`src/rtl/video_pkg.sv`:
```
// Shared constants for the Spectrum video path: XGA raster timing and the Spectrum screen geometry.
// The pixel/attribute fetch stage imports the same geometry constants.
package video_pkg;

    localparam int unsigned CNT_W        = 11;

    localparam int unsigned XGA_H_ACTIVE = 1024;
    localparam int unsigned XGA_H_FP     = 24;
    localparam int unsigned XGA_H_SYNC   = 136;
    localparam int unsigned XGA_H_BP     = 160;
    localparam int unsigned XGA_V_ACTIVE = 768;
    localparam int unsigned XGA_V_FP     = 3;
    localparam int unsigned XGA_V_SYNC   = 6;
    localparam int unsigned XGA_V_BP     = 29;

    localparam int unsigned XGA_H_TOTAL  = XGA_H_ACTIVE + XGA_H_FP + XGA_H_SYNC + XGA_H_BP;
    localparam int unsigned XGA_V_TOTAL  = XGA_V_ACTIVE + XGA_V_FP + XGA_V_SYNC + XGA_V_BP;

    localparam int unsigned SPEC_H_PIX   = 256;
    localparam int unsigned SPEC_V_PIX   = 192;
    localparam int unsigned SPEC_SCALE   = 4;

    localparam int unsigned FLASH_DIV_W  = 4;

    function automatic logic sync_level(input logic pol, input logic active);
        return active ? pol : ~pol;
    endfunction

endpackage

```
`src/rtl/video_flash_div.sv`:
```
// Spectrum FLASH divider: 4-bit frame counter, output toggles every 16 frames (32-frame period).
// Output is registered and changes only on the edge that presents a tick.
module video_flash_div
    import video_pkg::*;
(
    input  logic i_clk,
    input  logic i_reset,
    input  logic i_tick,
    output logic o_flash
);

    logic [FLASH_DIV_W-1:0] r_cnt;
    logic                   r_armed;
    logic                   r_flash;

    // The first tick after reset is the start of frame 0 itself, so it only arms the counter.
    always_ff @(posedge i_clk) begin
        if (i_reset) begin
            r_cnt   <= '0;
            r_armed <= 1'b0;
            r_flash <= 1'b0;
        end else if (i_tick) begin
            if (!r_armed) begin
                r_armed <= 1'b1;
            end else begin
                r_cnt <= r_cnt + 1'b1;
                if (&r_cnt)
                    r_flash <= ~r_flash;
            end
        end
    end

    assign o_flash = r_flash;

endmodule

```
`src/rtl/video_timing.sv`:
```
// Raster timing generator (XGA 1024x768@60 by default) with registered, zero-skew sync/de/frame strobes.
// Optional FLASH divider built only when VIDEO_TIMING_FLASH_EN is defined; otherwise o_flash is tied low.
module video_timing
    import video_pkg::*;
#(
    parameter int unsigned H_ACTIVE = XGA_H_ACTIVE,
    parameter int unsigned H_FP     = XGA_H_FP,
    parameter int unsigned H_SYNC   = XGA_H_SYNC,
    parameter int unsigned H_BP     = XGA_H_BP,
    parameter int unsigned V_ACTIVE = XGA_V_ACTIVE,
    parameter int unsigned V_FP     = XGA_V_FP,
    parameter int unsigned V_SYNC   = XGA_V_SYNC,
    parameter int unsigned V_BP     = XGA_V_BP,
    parameter bit          SYNC_POL = 1'b0
) (
    input  logic             i_clk,
    input  logic             i_reset,
    output logic [CNT_W-1:0] o_hcnt,
    output logic [CNT_W-1:0] o_vcnt,
    output logic             o_de,
    output logic             o_hsync,
    output logic             o_vsync,
    output logic             o_frame_start,
    output logic             o_flash
);

    localparam int unsigned H_TOTAL = H_ACTIVE + H_FP + H_SYNC + H_BP;
    localparam int unsigned V_TOTAL = V_ACTIVE + V_FP + V_SYNC + V_BP;

    if (H_TOTAL > 2047 || V_TOTAL > 2047) begin : g_bad_params
        $error("video_timing: raster total exceeds the 11-bit counters");
    end

    localparam logic [CNT_W-1:0] L_H_LAST = CNT_W'(H_TOTAL - 1);
    localparam logic [CNT_W-1:0] L_V_LAST = CNT_W'(V_TOTAL - 1);
    localparam logic [CNT_W-1:0] L_H_ACT  = CNT_W'(H_ACTIVE);
    localparam logic [CNT_W-1:0] L_V_ACT  = CNT_W'(V_ACTIVE);
    localparam logic [CNT_W-1:0] L_HS_BEG = CNT_W'(H_ACTIVE + H_FP);
    localparam logic [CNT_W-1:0] L_HS_END = CNT_W'(H_ACTIVE + H_FP + H_SYNC);
    localparam logic [CNT_W-1:0] L_VS_BEG = CNT_W'(V_ACTIVE + V_FP);
    localparam logic [CNT_W-1:0] L_VS_END = CNT_W'(V_ACTIVE + V_FP + V_SYNC);

    logic [CNT_W-1:0] r_hcnt, r_vcnt;
    logic             r_de, r_hsync, r_vsync, r_frame_start;
    logic [CNT_W-1:0] w_h_next, w_v_next;
    logic             w_fs_next;

    // Decode from the next counter values so every registered output lines up with the counters.
    always_comb begin
        w_h_next = r_hcnt + 1'b1;
        w_v_next = r_vcnt;
        if (r_hcnt == L_H_LAST) begin
            w_h_next = '0;
            w_v_next = (r_vcnt == L_V_LAST) ? '0 : r_vcnt + 1'b1;
        end
        w_fs_next = (w_h_next == '0) && (w_v_next == '0);
    end

    always_ff @(posedge i_clk) begin
        if (i_reset) begin
            r_hcnt        <= L_H_LAST;
            r_vcnt        <= L_V_LAST;
            r_de          <= 1'b0;
            r_hsync       <= ~SYNC_POL;
            r_vsync       <= ~SYNC_POL;
            r_frame_start <= 1'b0;
        end else begin
            r_hcnt        <= w_h_next;
            r_vcnt        <= w_v_next;
            r_de          <= (w_h_next < L_H_ACT) && (w_v_next < L_V_ACT);
            r_hsync       <= sync_level(SYNC_POL, (w_h_next >= L_HS_BEG) && (w_h_next < L_HS_END));
            r_vsync       <= sync_level(SYNC_POL, (w_v_next >= L_VS_BEG) && (w_v_next < L_VS_END));
            r_frame_start <= w_fs_next;
        end
    end

    assign o_hcnt        = r_hcnt;
    assign o_vcnt        = r_vcnt;
    assign o_de          = r_de;
    assign o_hsync       = r_hsync;
    assign o_vsync       = r_vsync;
    assign o_frame_start = r_frame_start;

`ifdef VIDEO_TIMING_FLASH_EN
    video_flash_div u_flash (
        .i_clk   (i_clk),
        .i_reset (i_reset),
        .i_tick  (w_fs_next),
        .o_flash (o_flash)
    );
`else
    assign o_flash = 1'b0;
`endif

endmodule

```
`config.mk`:
```
export PLATFORM = sky130hd
export DESIGN_NAME = video_timing
export DESIGN_NICKNAME = d
export VERILOG_FILES = /design/src/rtl/video_pkg.sv /design/src/rtl/video_flash_div.sv /design/src/rtl/video_timing.sv
export SDC_FILE = /design/constraint.sdc
export NUM_CORES = 1
export LEC_CHECK = 0
export CAP_MARGIN = 20
export CORE_MARGIN = 4
export CORE_UTILIZATION = 52
export CTS_CLUSTER_DIAMETER = 120
export DETAILED_ROUTE_END_ITERATION = 10
export PLACE_DENSITY = 0.79
export SYNTH_ARGS = -nofsm -noshare
export SYNTH_HDL_FRONTEND = slang
export SYNTH_SLANG_ARGS = --single-unit
```
`constraint.sdc`:
```
create_clock -name i_clk -period 2.8 [get_ports i_clk]
set_input_delay 0.42 -clock i_clk [delete_from_list [all_inputs] [get_ports i_clk]]
set_output_delay 0.42 -clock i_clk [all_outputs]
set_load 0.05 [all_outputs]
```
==> run_results.csv <==
group,metric,value,unit
global_route,antenna_found_initial,0,
synth,ys_types,53,
critical_path,cp_slowest_stage_delay,0.51,ns
timing,setup-tns-final,0,ns
critical_path,reg2regPathDepth,6,
cells_and_area,fin_util,66.49,%
placement,dpl.hpwl,3194,um
synth,syn_avg_cell_area,7.886,um2
routing,drt_first_pass_iters,5,
timing,finalCriticalPeriod,2.608,ns
min_path,holdCritStartpoint,"o_hcnt[0]$_SDFF_PP1_",
cells_and_area,final_nets,239,
timing,fin_crit_sh,93.16,%
routing,avgRoutedWirePerCell,15.81,um
timing,relSlewSlack,59.13,%
synth,syn-cell-area,1640,um2
placement,pre_cts_ws,0.1609,ns
global_route,grt_pass1_wl,7334,um
clock_tree,clockBufferDepth,2,
routing,vias,1701,
timing,fmax,0.3834,GHz
critical_path,r2r_start,"o_hcnt[8]$_SDFF_PP1_",
timing,hold_viol,0,
timing,skew,0.01142,ns
critical_path,cp-end-kind,"flop",
synth,synthTopCellsByArea,"dfxtp_1 32%, o21ai_0 5.5%, nor2_1 4.3%, nand3_1 4.0%, xnor2_1 3.7%",
placement,io_buffers,27,
clock_tree,clk_latency,0.33,ns
clock_tree,cts_root_buf,"clkbuf_4",
timing,setup_slack,0.1915,ns
critical_path,crit_required,3.09,ns
placement,dp_cells,273,
routing,initialDrtViolationCount,143,
floorplanning,coreArea,3028,um2
floorplanning,ios,29,
synth,synth_top_area_share,31.73,%
critical_path,r2r_slack,0.19,ns
power,p_leak,0.7228,nW
synth,yosysSeqAreaShare,31.73,%
global_route,grt_start_max_net_pins,23,
placement,gp_congestion,0.8607,
critical_path,critical-path-top-delay-family,"simple AND/OR/NAND/NOR gates",
critical_path,critPathKind,"flop to flop",
critical_path,crit_path_top_delay_cell,"or4_4",
synth,ys_ff_latch,26,
clock_tree,cts_tree,"done",
clock_tree,cts_sinks,26,
critical_path,r2r_end,"o_frame_start$_SDFF_PP0_",
critical_path,cp_max_fo,7,
synth,synth_nets,213,
synth,synth_edf_count,0,
outcome,status,"complete, no violations",
synth,yosysTopAreaCell,"dfxtp_1",
critical_path,arrival,2.90,ns
clock_tree,h-tree-depth,1,
clock_tree,cts_buffers,3,
min_path,hold_end,"o_hcnt[0]$_SDFF_PP1_",
floorplanning,rows,20,
synth,synthesis.instances,208,
global_route,grt_usage,21.80,%
routing,drtAntennaViolNets,0,
critical_path,crit_chain,"or3b_1, or4_4, nor2_1, mux2_2, nor4_1, and4_1",
min_path,holdPathStages,1,
cells_and_area,insertedDiodeCount,0,
critical_path,critPathBufInv,0,
timing,hold_slack,0.4929,ns
power,powerDensity,1271,nW/um2
clock_tree,path_clk_slew,0.16,ns
routing,totalWireLength,4379,um
floorplanning,die_x,64.17,um
timing,report.final.slew_viol_count,0,
routing,drc,0,
floorplanning,fp.dieH,64.17,um
synth,ys_warn_count,0,
timing,setup_violations,0,
clock_tree,cts_setup_buffers,0,
floorplanning,die_area,4117,um2
synth,synthArstFlopShare,0,%
timing,worst_pin_slew,0.6051,ns
global_route,grt_pass1_vias,1597,
routing,viasPerCell,6.141,
global_route,overflow,0,
cells_and_area,drive_gt1_share,11.16,%
synth,synth_flop_cell,"dfxtp_1",
timing,rsz0062_at_grt,"false",
run,maxCapViolations,0,
critical_path,start_kind,"flop",
floorplanning,start_util,54.17,%
power,peakVddDrop,0.6708,mV
cells_and_area,syn_to_final_growth,22.73,%
min_path,hp-class,"flop to flop",
cells_and_area,fin_cells,277,
-- synth_stat cells (2+ instances only) --
cell and count:
nor2_1 19, o211ai_1 2, xnor2_1 7, a31oi_1 3, nand3_1 13, or4_1 3, dfxtp_1 26, and2_1 2
inv_1 3, a21o_1 4, nor4_1 3, xor2_1 4, nand2b_1 5, nor4bb_1 2, ha_1 3, o21ai_0 18
and4_1 2, nand4_1 4, buf_2 8, mux2i_1 2, nand2_1 13, a21oi_1 7, clkbuf_1 8, nor4b_1 2
or2_2 4, nor3_1 11, or3_1 4
-- state kept, by name, indices dropped and copies added, names as in the netlist --
name and cells:
o_de 1, o_frame_start 1, o_hcnt 11, o_hsync 1
o_vcnt 11, o_vsync 1
-- layout make-up --
cell class / instances / area, um2
Multi-Input combinational cell: 162 / 1035
Inverter: 3 / 11.26
Fill cell: 268 / 1015
Timing Repair Buffer: 38 / 352.8
Sequential cell: 26 / 523.0
Tap cell: 44 / 55.05
Clock buffer: 4 / 36.28
-- repair_timing --
action,in CTS,in global routing
resized for setup,0,1
hold buffers,0,0
setup endpoints to repair,0,1
-- stage by stage --
step	total power [mW]	area, um2
final	2.559	2013
after floorplan	1.819	1643
after detailed placement	2.320	1973
after CTS	2.524	2009
after global routing	2.706	2013
after global placement	2.274	1973
-- where the power goes --
group / internal [mW] / switching (mW)
logic: 0.671 / 1.05
clock network: 0.0796 / 0.120
registers: 0.472 / 0.162
total: 1.22 / 1.34
-- layout by cell type (no fill, tap or decap), types with 5 or more instances in the layout --
cell type,instances
nor3_1,11
nand2b_1,5
a21oi_1,7
dfxtp_1,24
nand3_1,13
buf_4,11
nand2_1,13
clkdlybuf4s50_1,27
xnor2_1,7
o21ai_0,18
nor2_1,19
-- logic make-up (layout without fill, tap and decap cells) --
group | Yosys count | in the layout | share of synthesized area, %
DFF | 26 | 26 | 31.73
muxes | 3 | 3 | 1.907
buffers and inverters | 20 | 45 | 5.416
other | 1 | 1 | 0.2286
adders and majority gates | 3 | 3 | 2.289
and+or+nand+nor | 96 | 96 | 33.03
xor gates and xnor gates | 11 | 11 | 5.873
AOI/OAI and AO/OA | 48 | 48 | 19.53
-- layer usage --
metal  GRT usage, %  share of wire (%)
met5              0                  0
met4          8.707                1.6
met3          2.812                7.3
met2          36.52                 47
met1          28.17                 44
-- how the worst max path moves through the flow --
stage	from	slack [ns]	depth (start not counted)	end
floorplan	o_hcnt[4]$_SDFF_PP1_	0.04	8	o_frame_start$_SDFF_PP0_
global placement	o_hcnt[8]$_SDFF_PP1_	0.34	6	o_frame_start$_SDFF_PP0_
finish	o_hcnt[8]$_SDFF_PP1_	0.19	6	o_frame_start$_SDFF_PP0_
detailed placement	o_hcnt[8]$_SDFF_PP1_	0.16	6	o_frame_start$_SDFF_PP0_
global route	o_hcnt[8]$_SDFF_PP1_	0.10	6	o_frame_start$_SDFF_PP0_
CTS	o_hcnt[8]$_SDFF_PP1_	0.14	6	o_frame_start$_SDFF_PP0_
(Power assumes the default switching activity.)
